==> src/rtl/video_pkg.sv <==
// Shared types and constants for the video index RAM write path.
package video_pkg;

    typedef enum logic [1:0] {
        ST_IDLE  = 2'd0,
        ST_FLUSH = 2'd1,
        ST_CLEAR = 2'd2
    } state_t;

    function automatic int unsigned frame_pixels(input int unsigned h_active,
                                                 input int unsigned v_active);
        return h_active * v_active;
    endfunction

endpackage

==> src/rtl/video_adr_calc.sv <==
// Two-stage coordinate-to-linear-address pipeline: S1 captures and range-checks,
// S2 presents the row-major address y*H_ACTIVE+x with the pixel data.
module video_adr_calc
    import video_pkg::*;
#(
    parameter int HCW      = 12,
    parameter int VCW      = 12,
    parameter int H_ACTIVE = 800,
    parameter int V_ACTIVE = 600,
    parameter int IMAW     = 19,
    parameter int IMDW     = 8
) (
    input  logic            clk,
    input  logic            clk_en,
    input  logic            rst,
    input  logic            in_vld,
    input  logic [HCW-1:0]  in_x,
    input  logic [VCW-1:0]  in_y,
    input  logic [IMDW-1:0] in_dat,
    output logic            s1_vld,
    output logic            s1_in_range,
    output logic            s2_vld,
    output logic            s2_in_range,
    output logic [IMAW-1:0] adr,
    output logic [IMDW-1:0] dat
);

    localparam int MW = HCW + VCW;
    localparam logic [HCW:0] H_LIM = (HCW+1)'(H_ACTIVE);
    localparam logic [VCW:0] V_LIM = (VCW+1)'(V_ACTIVE);

    logic [HCW-1:0]  s1_x;
    logic [VCW-1:0]  s1_y;
    logic [IMDW-1:0] s1_dat;
    logic [MW-1:0]   lin_adr;

    // Full-width product first; the RAM only sees the low IMAW bits.
    assign lin_adr = MW'(s1_y) * MW'(H_ACTIVE) + MW'(s1_x);

    always_ff @(posedge clk or posedge rst) begin
        if (rst) begin
            s1_vld      <= 1'b0;
            s1_in_range <= 1'b0;
            s1_x        <= '0;
            s1_y        <= '0;
            s1_dat      <= '0;
            s2_vld      <= 1'b0;
            s2_in_range <= 1'b0;
            adr         <= '0;
            dat         <= '0;
        end else if (clk_en) begin
            s1_vld      <= in_vld;
            s1_in_range <= ({1'b0, in_x} < H_LIM) && ({1'b0, in_y} < V_LIM);
            s1_x        <= in_x;
            s1_y        <= in_y;
            s1_dat      <= in_dat;
            s2_vld      <= s1_vld;
            s2_in_range <= s1_in_range;
            adr         <= IMAW'(lin_adr);
            dat         <= s1_dat;
        end
    end

endmodule

==> src/rtl/video_ram_writer.sv <==
// Write-side front end of the video index RAM: pixel writes, full-frame clear
// sweep and frame-complete signalling.
//
//   state    | meaning
//   ST_IDLE  | accepting pixels; clr_req && en starts a clear
//   ST_FLUSH | pixel input blocked, waiting for the address pipeline to drain
//   ST_CLEAR | writing clr_val to every frame address, one per clk_en cycle
module video_ram_writer
    import video_pkg::*;
#(
    parameter int HCW      = 12,
    parameter int VCW      = 12,
    parameter int H_ACTIVE = 800,
    parameter int V_ACTIVE = 600,
    parameter int IMAW     = 19,
    parameter int IMDW     = 8
) (
    input  logic            clk,
    input  logic            clk_en,
    input  logic            rst,
    input  logic            en,
    input  logic            clr_req,
    input  logic [IMDW-1:0] clr_val,
    input  logic            in_vld,
    output logic            in_rdy,
    input  logic [HCW-1:0]  in_x,
    input  logic [VCW-1:0]  in_y,
    input  logic [IMDW-1:0] in_dat,
    output logic            vram_we,
    output logic [IMAW-1:0] vram_adr_w,
    output logic [IMDW-1:0] vram_dat_w,
    output logic            busy,
    output logic            clr_done,
    output logic            frame_done,
    output logic            drop
);

    localparam int unsigned     FP       = frame_pixels(H_ACTIVE, V_ACTIVE);
    localparam logic [IMAW-1:0] LAST_ADR = IMAW'(FP - 1);

    state_t          state;
    logic [IMAW-1:0] clr_adr;
    logic [IMAW-1:0] pix_cnt;
    logic            clr_we;
    logic [IMAW-1:0] clr_wadr;
    logic [IMDW-1:0] clr_wdat;

    logic            s1_vld;
    logic            s1_in_range;
    logic            s2_vld;
    logic            s2_in_range;
    logic [IMAW-1:0] pix_adr;
    logic [IMDW-1:0] pix_dat;

    assign in_rdy = en && (state == ST_IDLE) && !clr_req;
    assign busy   = (state != ST_IDLE) || s1_vld || s2_vld;

    video_adr_calc #(
        .HCW      (HCW),
        .VCW      (VCW),
        .H_ACTIVE (H_ACTIVE),
        .V_ACTIVE (V_ACTIVE),
        .IMAW     (IMAW),
        .IMDW     (IMDW)
    ) u_adr_calc (
        .clk         (clk),
        .clk_en      (clk_en),
        .rst         (rst),
        .in_vld      (in_vld && in_rdy),
        .in_x        (in_x),
        .in_y        (in_y),
        .in_dat      (in_dat),
        .s1_vld      (s1_vld),
        .s1_in_range (s1_in_range),
        .s2_vld      (s2_vld),
        .s2_in_range (s2_in_range),
        .adr         (pix_adr),
        .dat         (pix_dat)
    );

    // Pixel writes and clear writes never overlap: the clear only starts once
    // the pipeline is empty, so a plain OR/mux of the two registered sources is safe.
    assign vram_we    = (s2_vld && s2_in_range) || clr_we;
    assign vram_adr_w = clr_we ? clr_wadr : pix_adr;
    assign vram_dat_w = clr_we ? clr_wdat : pix_dat;

    always_ff @(posedge clk or posedge rst) begin
        if (rst) begin
            state      <= ST_IDLE;
            clr_adr    <= '0;
            pix_cnt    <= '0;
            clr_we     <= 1'b0;
            clr_wadr   <= '0;
            clr_wdat   <= '0;
            clr_done   <= 1'b0;
            frame_done <= 1'b0;
            drop       <= 1'b0;
        end else if (clk_en) begin
            clr_we     <= 1'b0;
            clr_done   <= 1'b0;
            frame_done <= 1'b0;
            drop       <= s1_vld && !s1_in_range;

            if (s1_vld && s1_in_range) begin
                if (pix_cnt == LAST_ADR) begin
                    pix_cnt    <= '0;
                    frame_done <= 1'b1;
                end else begin
                    pix_cnt <= pix_cnt + 1'b1;
                end
            end

            case (state)
                ST_IDLE: begin
                    if (clr_req && en) state <= ST_FLUSH;
                end
                ST_FLUSH: begin
                    if (!en) begin
                        state   <= ST_IDLE;
                        clr_adr <= '0;
                    end else if (!s1_vld && !s2_vld) begin
                        state <= ST_CLEAR;
                    end
                end
                ST_CLEAR: begin
                    if (!en) begin
                        state   <= ST_IDLE;
                        clr_adr <= '0;
                    end else begin
                        clr_we   <= 1'b1;
                        clr_wadr <= clr_adr;
                        clr_wdat <= clr_val;
                        if (clr_adr == LAST_ADR) begin
                            clr_done <= 1'b1;
                            clr_adr  <= '0;
                            pix_cnt  <= '0;
                            state    <= ST_IDLE;
                        end else begin
                            clr_adr <= clr_adr + 1'b1;
                        end
                    end
                end
                default: state <= ST_IDLE;
            endcase
        end
    end

endmodule
==> config.mk <==
export PLATFORM = sky130hd
export DESIGN_NAME = video_ram_writer
export DESIGN_NICKNAME = d
export VERILOG_FILES = /design/src/rtl/video_pkg.sv /design/src/rtl/video_adr_calc.sv /design/src/rtl/video_ram_writer.sv
export SDC_FILE = /design/constraint.sdc
export NUM_CORES = 1
export LEC_CHECK = 0
export BUFFER_PORTS_ARGS = -buffer_cell sky130_fd_sc_hd__buf_2
export CAP_MARGIN = 0
export CORE_UTILIZATION = 53
export DETAILED_ROUTE_END_ITERATION = 12
export GPL_TIMING_DRIVEN = 1
export PLACE_DENSITY = 0.76
export SYNTH_ARGS = -nofsm -noshare
export SYNTH_HDL_FRONTEND = slang
export SYNTH_SLANG_ARGS = --single-unit
export TNS_END_PERCENT = 50
==> constraint.sdc <==
create_clock -name clk -period 4.45 [get_ports clk]
set_input_delay 0.6675 -clock clk [delete_from_list [all_inputs] [get_ports clk]]
set_output_delay 0.6675 -clock clk [all_outputs]
set_load 0.05 [all_outputs]
# Word-level counts from Yosys, hierarchy flattened

Index checks and enable logic that the tools add are counted.

Register bits: 134
Bits of input ports: 46
Word-level logic and storage cells: 78

Equal/unequal tests: 8
Reduce and logical (&&, ||, !) cells: 22
Mux-type cells: 24
Magnitude comparators: 2
Add/subtract/negate cells: 3
$mul: 1

Operator list:

| kind                                                  | number |
|---|---|
| 2-to-1 mux 19 bit                                     | 9 |
| adder 19 x 1 -> 19 bit (second input constant)        | 2 |
| == test 19 bit (second input constant)                | 2 |
| one-hot mux 19 bit (2 select lines)                   | 1 |
| < comparator 12 x 10 -> 1 bit (second input constant) | 2 |
| adder 19 x 12 -> 19 bit                               | 1 |
| multiplier 12 x 5 -> 14 bit (second input constant)   | 1 |
| 2-to-1 mux 2 bit                                      | 5 |
| logical AND 1 bit                                     | 9 |
| 2-to-1 mux 8 bit                                      | 1 |
| 2-to-1 mux 1 bit                                      | 7 |
| != test 3 bit (second input constant)                 | 2 |
| one-hot mux 2 bit (3 select lines)                    | 1 |
| AND reduction 3 bit                                   | 2 |
| zero test 1 bit                                       | 4 |
| AND reduction 4 bit                                   | 1 |
| nonzero test 2 bit                                    | 2 |
| logical OR 1 bit                                      | 3 |
| == test 2 x 1 -> 1 bit (second input constant)        | 1 |
| == test 2 bit (second input constant)                 | 1 |
| zero test 2 bit                                       | 1 |
| != test 2 x 1 -> 1 bit (second input constant)        | 1 |
| != test 2 bit (second input constant)                 | 1 |

# Depth between registers and ports, before layout

Depth after elaboration: 6
Gate-level depth with buffers: 14
Depth with buffers taken out: 13

# Cells and area by module

Synthesis repeated with hierarchy kept, for this count alone.

Cells, all modules: 728
Area total of the unflattened synthesis: 7438.4 um^2

By module, submodules not included:

| module           | sequential area each (um^2) | area each (um^2) | cells an instance | instances |
|---|---|---|---|---|
| video_ram_writer | 1776.7                      | 3734.8           | 404               | 1 |
| video_adr_calc   | 1576.5                      | 3703.6           | 324               | 1 |

# Worst setup path before layout

Ideal clock, no wire load.

Path kind: flip-flop to flip-flop
Start: register u_adr_calc.s1_y[2]
End: register u_adr_calc.adr[18]
Stages on the path, launching flop included: 12
Buffers on the path: 0
Data arrival time: 3332 ps
Slack: 981 ps
Period minus slack after synthesis: 3469 ps
Library setup time: 137 ps
Cell sequence: dfrtp_1 ha_1 ha_1 fa_1 ha_1 a211oi_1 o211a_1 a311oi_1 or4b_4 nor4_2 xnor2_1 a21oi_1

Cells in the longest elaborated chain, start to end: 2

Ends and longest elaborated chain:

| what                        | line                 | RTL |
|---|---|---|
| start: declaration          | video_adr_calc.sv:33 | `logic [VCW-1:0] s1_y;` |
| start signal: assignment    | video_adr_calc.sv:55 | `s1_y <= in_y;` |
| multiplier 12 x 5 -> 14 bit | video_adr_calc.sv:38 | `assign lin_adr = MW'(s1_y) * MW'(H_ACTIVE) + MW'(s1_x);` |
| adder 19 x 12 -> 19 bit     | video_adr_calc.sv:38 |  |
| end signal: assignment      | video_adr_calc.sv:59 | `adr <= IMAW'(lin_adr);` |
| end: declaration            | video_adr_calc.sv:24 | `output logic [IMAW-1:0] adr,` |

Every way passes these cells.
A chain may end at the register's enable or synchronous reset.

# Worst setup path after layout

Start: register u_adr_calc.s1_y[3]
End: register u_adr_calc.adr[18]

Same word-level chain as after synthesis.

==> results.toml <==
[logic_synthesis]
synth_largest_area_cell = "dfrtp_1"
ys_top_cells_by_area = "dfrtp_1 46%, mux2_2 15%, ha_1 6.7%"
synth-seq-cells = 134
async_flop_share_pct = 100
ys_seq_area_share_pct = 46.3
synth_edf_count = 0
synth_top_area_share_pct = 46.3
ys_types = 67
postSynthCellCount = 650
synth_flop_cell = "dfrtp_1"
syn_area_per_cell_um2 = 11.2
synth_nets = 743
synth_area_um2 = 7250
yosys_warnings = 0

[timing]
slew-limit-headroom_pct = 29.1
layout_min_cycle_time_ns = 3.76
setup_ws_ns = 0.692
period_share_pct = 84.5
fin_skew_ns = 0.0102
max_freq_ghz = 0.266
tns_ns = 0
setup_viol = 0
worst_pin_slew_ns = 1.06
timing_hold_violations_final = 0
whs_ns = 0.473
slew_violations = 0
grt_setup_unrepaired = "no"

[drt]
drc = 0
viasPerCell = 5.63
num_vias = 5163
post_drt_wl_per_cell_um = 16.5
antenna_left = 0
drt_iter0_drc = 208
drt_pass1_iterations = 4
drt-total-wl_um = 15100

[clocking]
postCtsHoldBufs = 0
numCtsBuffers = 17
cts_tree = "yes"
clock-sinks = 134
ctsRootBufferMaster = "clkbuf_16"
clockBufferDepth = 2
htreeDepth = 4
post_cts_buffers = 0
postCtsResizedCells = 0
clock_latency_ns = 0.42
clk_pin_slew_worst_paths_ns = 0.06

[grt]
first_global_vias = 5334
grt_util_all_layers_pct = 23.3
grt_max_degree = 83
gr-max-usage-layer = "met2"
grt-ovfl-total = 0
grt_use_met2_pct = 38.9
grt_util_met3_pct = 5.94
grt_pass1_wl_um = 25800
antenna_found_initial = 1
met1_usage_pct = 28.0

[critical_path]
crit_chain = "ha_1 > ha_1 > inv_1 > fa_1 > inv_1 > ha_1 > o21ai_0 > nor2_1 > a311oi_1 > or4b_4 > nor4_2 > xnor2_1 > a21oi_1"
cp_slowest_cell = "or4b_4"
critPathLaunchType = "flip-flop"
worstPathArrival_ns = 4.02
cp-end-kind = "flip-flop"
worstPathRequired_ns = 4.71
timing_worst_setup_path_type = "reg2reg"
crit_fanout = 5
path_delay_family = "adder cells"
critPathMaxStageDelay_ns = 0.58
critPathMostFrequentCell = "ha_1"
rrSetupSlack_ns = 0.69
ff2ff_path_depth = 13
timing.rr.end = "u_adr_calc.adr[18]"
crit-reg2reg-launch = "u_adr_calc.s1_y[3]"
path_buf_inv = 2

[floorplan]
io_pins = 79
start_util_pct = 54.5
num_rows = 42
dieArea_um2 = 14200
core-area_um2 = 13300
die-height_um = 119
die_width_um = 119

[cells_and_area]
layout_common_cells = "134 x dfrtp_1, 97 x mux2_2, 78 x buf_2"
multi_input_comb_area_um2 = 3650
final_nets = 820
final_common_cell = "dfrtp_1"
seq_area_um2 = 3350
n_fill_cell = 1034
final_layout_size_suffix_gt1_share_pct = 30.7
final_util_pct = 62.9
synthToLayoutAreaGrowth_pct = 15.4

[status]
status = "finished, final reports clean"

[min_path]
min_path_type = "in2reg"
hold_end = "u_adr_calc.s1_y[1]"
hold_start = "in_y[1]"
whs_path_depth = 3

[power]
ir_worst_vdd_mv = 0.328
powerDensity_nw_per_um2 = 551
p_leak_nw = 3.85

[placement]
portBuffers = 78
dpl_worst_slack_ns = 0.736
place_congestion = 0.870
place_hpwl_um = 10900

[job]
maxCapViolCount = 0
==> routing by layer <==
metal | part of all wire, % | vias up
met2 | 49 | 131
met3 | 4.8 | 40
met1 | 43 | 2537
met4 | 3.3 | 0
met5 | 0 | -
li1 | - | 2455
==> worst max-delay path by stage <==
stage	startpoint	to	slack [ns]	depth (start not counted)
after global placement	u_adr_calc.s1_y[2]	u_adr_calc.adr[18]	0.83	11
after detailed placement	u_adr_calc.s1_y[2]	u_adr_calc.adr[18]	0.74	11
after CTS	u_adr_calc.s1_y[3]	u_adr_calc.adr[18]	0.69	13
after global routing	u_adr_calc.s1_y[3]	u_adr_calc.adr[18]	0.34	13
after floorplan	rst	clr_adr[0]	0.20	1
final	u_adr_calc.s1_y[3]	u_adr_calc.adr[18]	0.69	13
==> where the power goes <==
part,internal (mW),switching [mW]
combinational,0.665,1.07
sequential,1.38,0.123
clock,0.822,0.548
total,2.87,1.74
==> worst register-to-register path, stage by stage, from the launching register on <==
cell and delay [ns]:
dfrtp_1 0.41, ha_1 0.31, ha_1 0.27, inv_1 0.05
fa_1 0.50, inv_1 0.04, ha_1 0.35, o21ai_0 0.15
nor2_1 0.25, a311oi_1 0.19, or4b_4 0.58, nor4_2 0.26
xnor2_1 0.16, a21oi_1 0.08
==> registers in the layout, indices dropped and copies added, names as in the netlist, 2 cells and up <==
register           flops
u_adr_calc.dat         8
u_adr_calc.s1_dat      8
clr_wdat               8
clr_wadr              19
u_adr_calc.s1_x       12
state                  2
clr_adr               19
u_adr_calc.s1_y       12
u_adr_calc.adr        19
pix_cnt               19
==> synthesized netlist by cell type, drive strengths merged (7+ instances only) <==
master  number
mux2        97
dfrtp      134
clkbuf      13
ha          39
nor3        12
buf         11
a21o         7
or3          7
nor2        56
nand4        7
o21ai       38
nand2       39
inv         33
xor2        18
fa           8
nand3       21
a21oi       21
xnor2       24
==> cell type report <==
| class | instances | area share (%) |
|---|---|---|
| antenna | 1 | 0.0299 |
| clock buffer | 21 | 5.62 |
| clock inverter | 11 | 1.32 |
| inverter | 34 | 1.56 |
| multi-input combinational | 458 | 43.6 |
| sequential | 134 | 40.1 |
| tap | 176 | 2.63 |
| timing repair buffer | 82 | 5.17 |
==> metrics by stage <==
step	cell area [um^2]	total power, mW	instances
after global placement	7780	3.18	884
final	8370	4.61	917
after floorplan	7250	2.90	650
after global routing	8370	4.86	917
after detailed placement	7780	3.24	884
after CTS	8370	4.63	916
==> cells by family after synthesis <==
logic type | Yosys count | synth area share (%)
AND/OR/NAND/NOR | 173 | 12.0
flip-flops | 134 | 46.3
AO/OA/AOI/OAI | 99 | 9.13
multiplexers | 97 | 15.1
buffers and inverters | 58 | 3.42
adder cells (fa/ha/maj) | 47 | 8.94
XOR/XNOR | 42 | 5.18
Note: power is estimated with default switching activity, not from simulation.
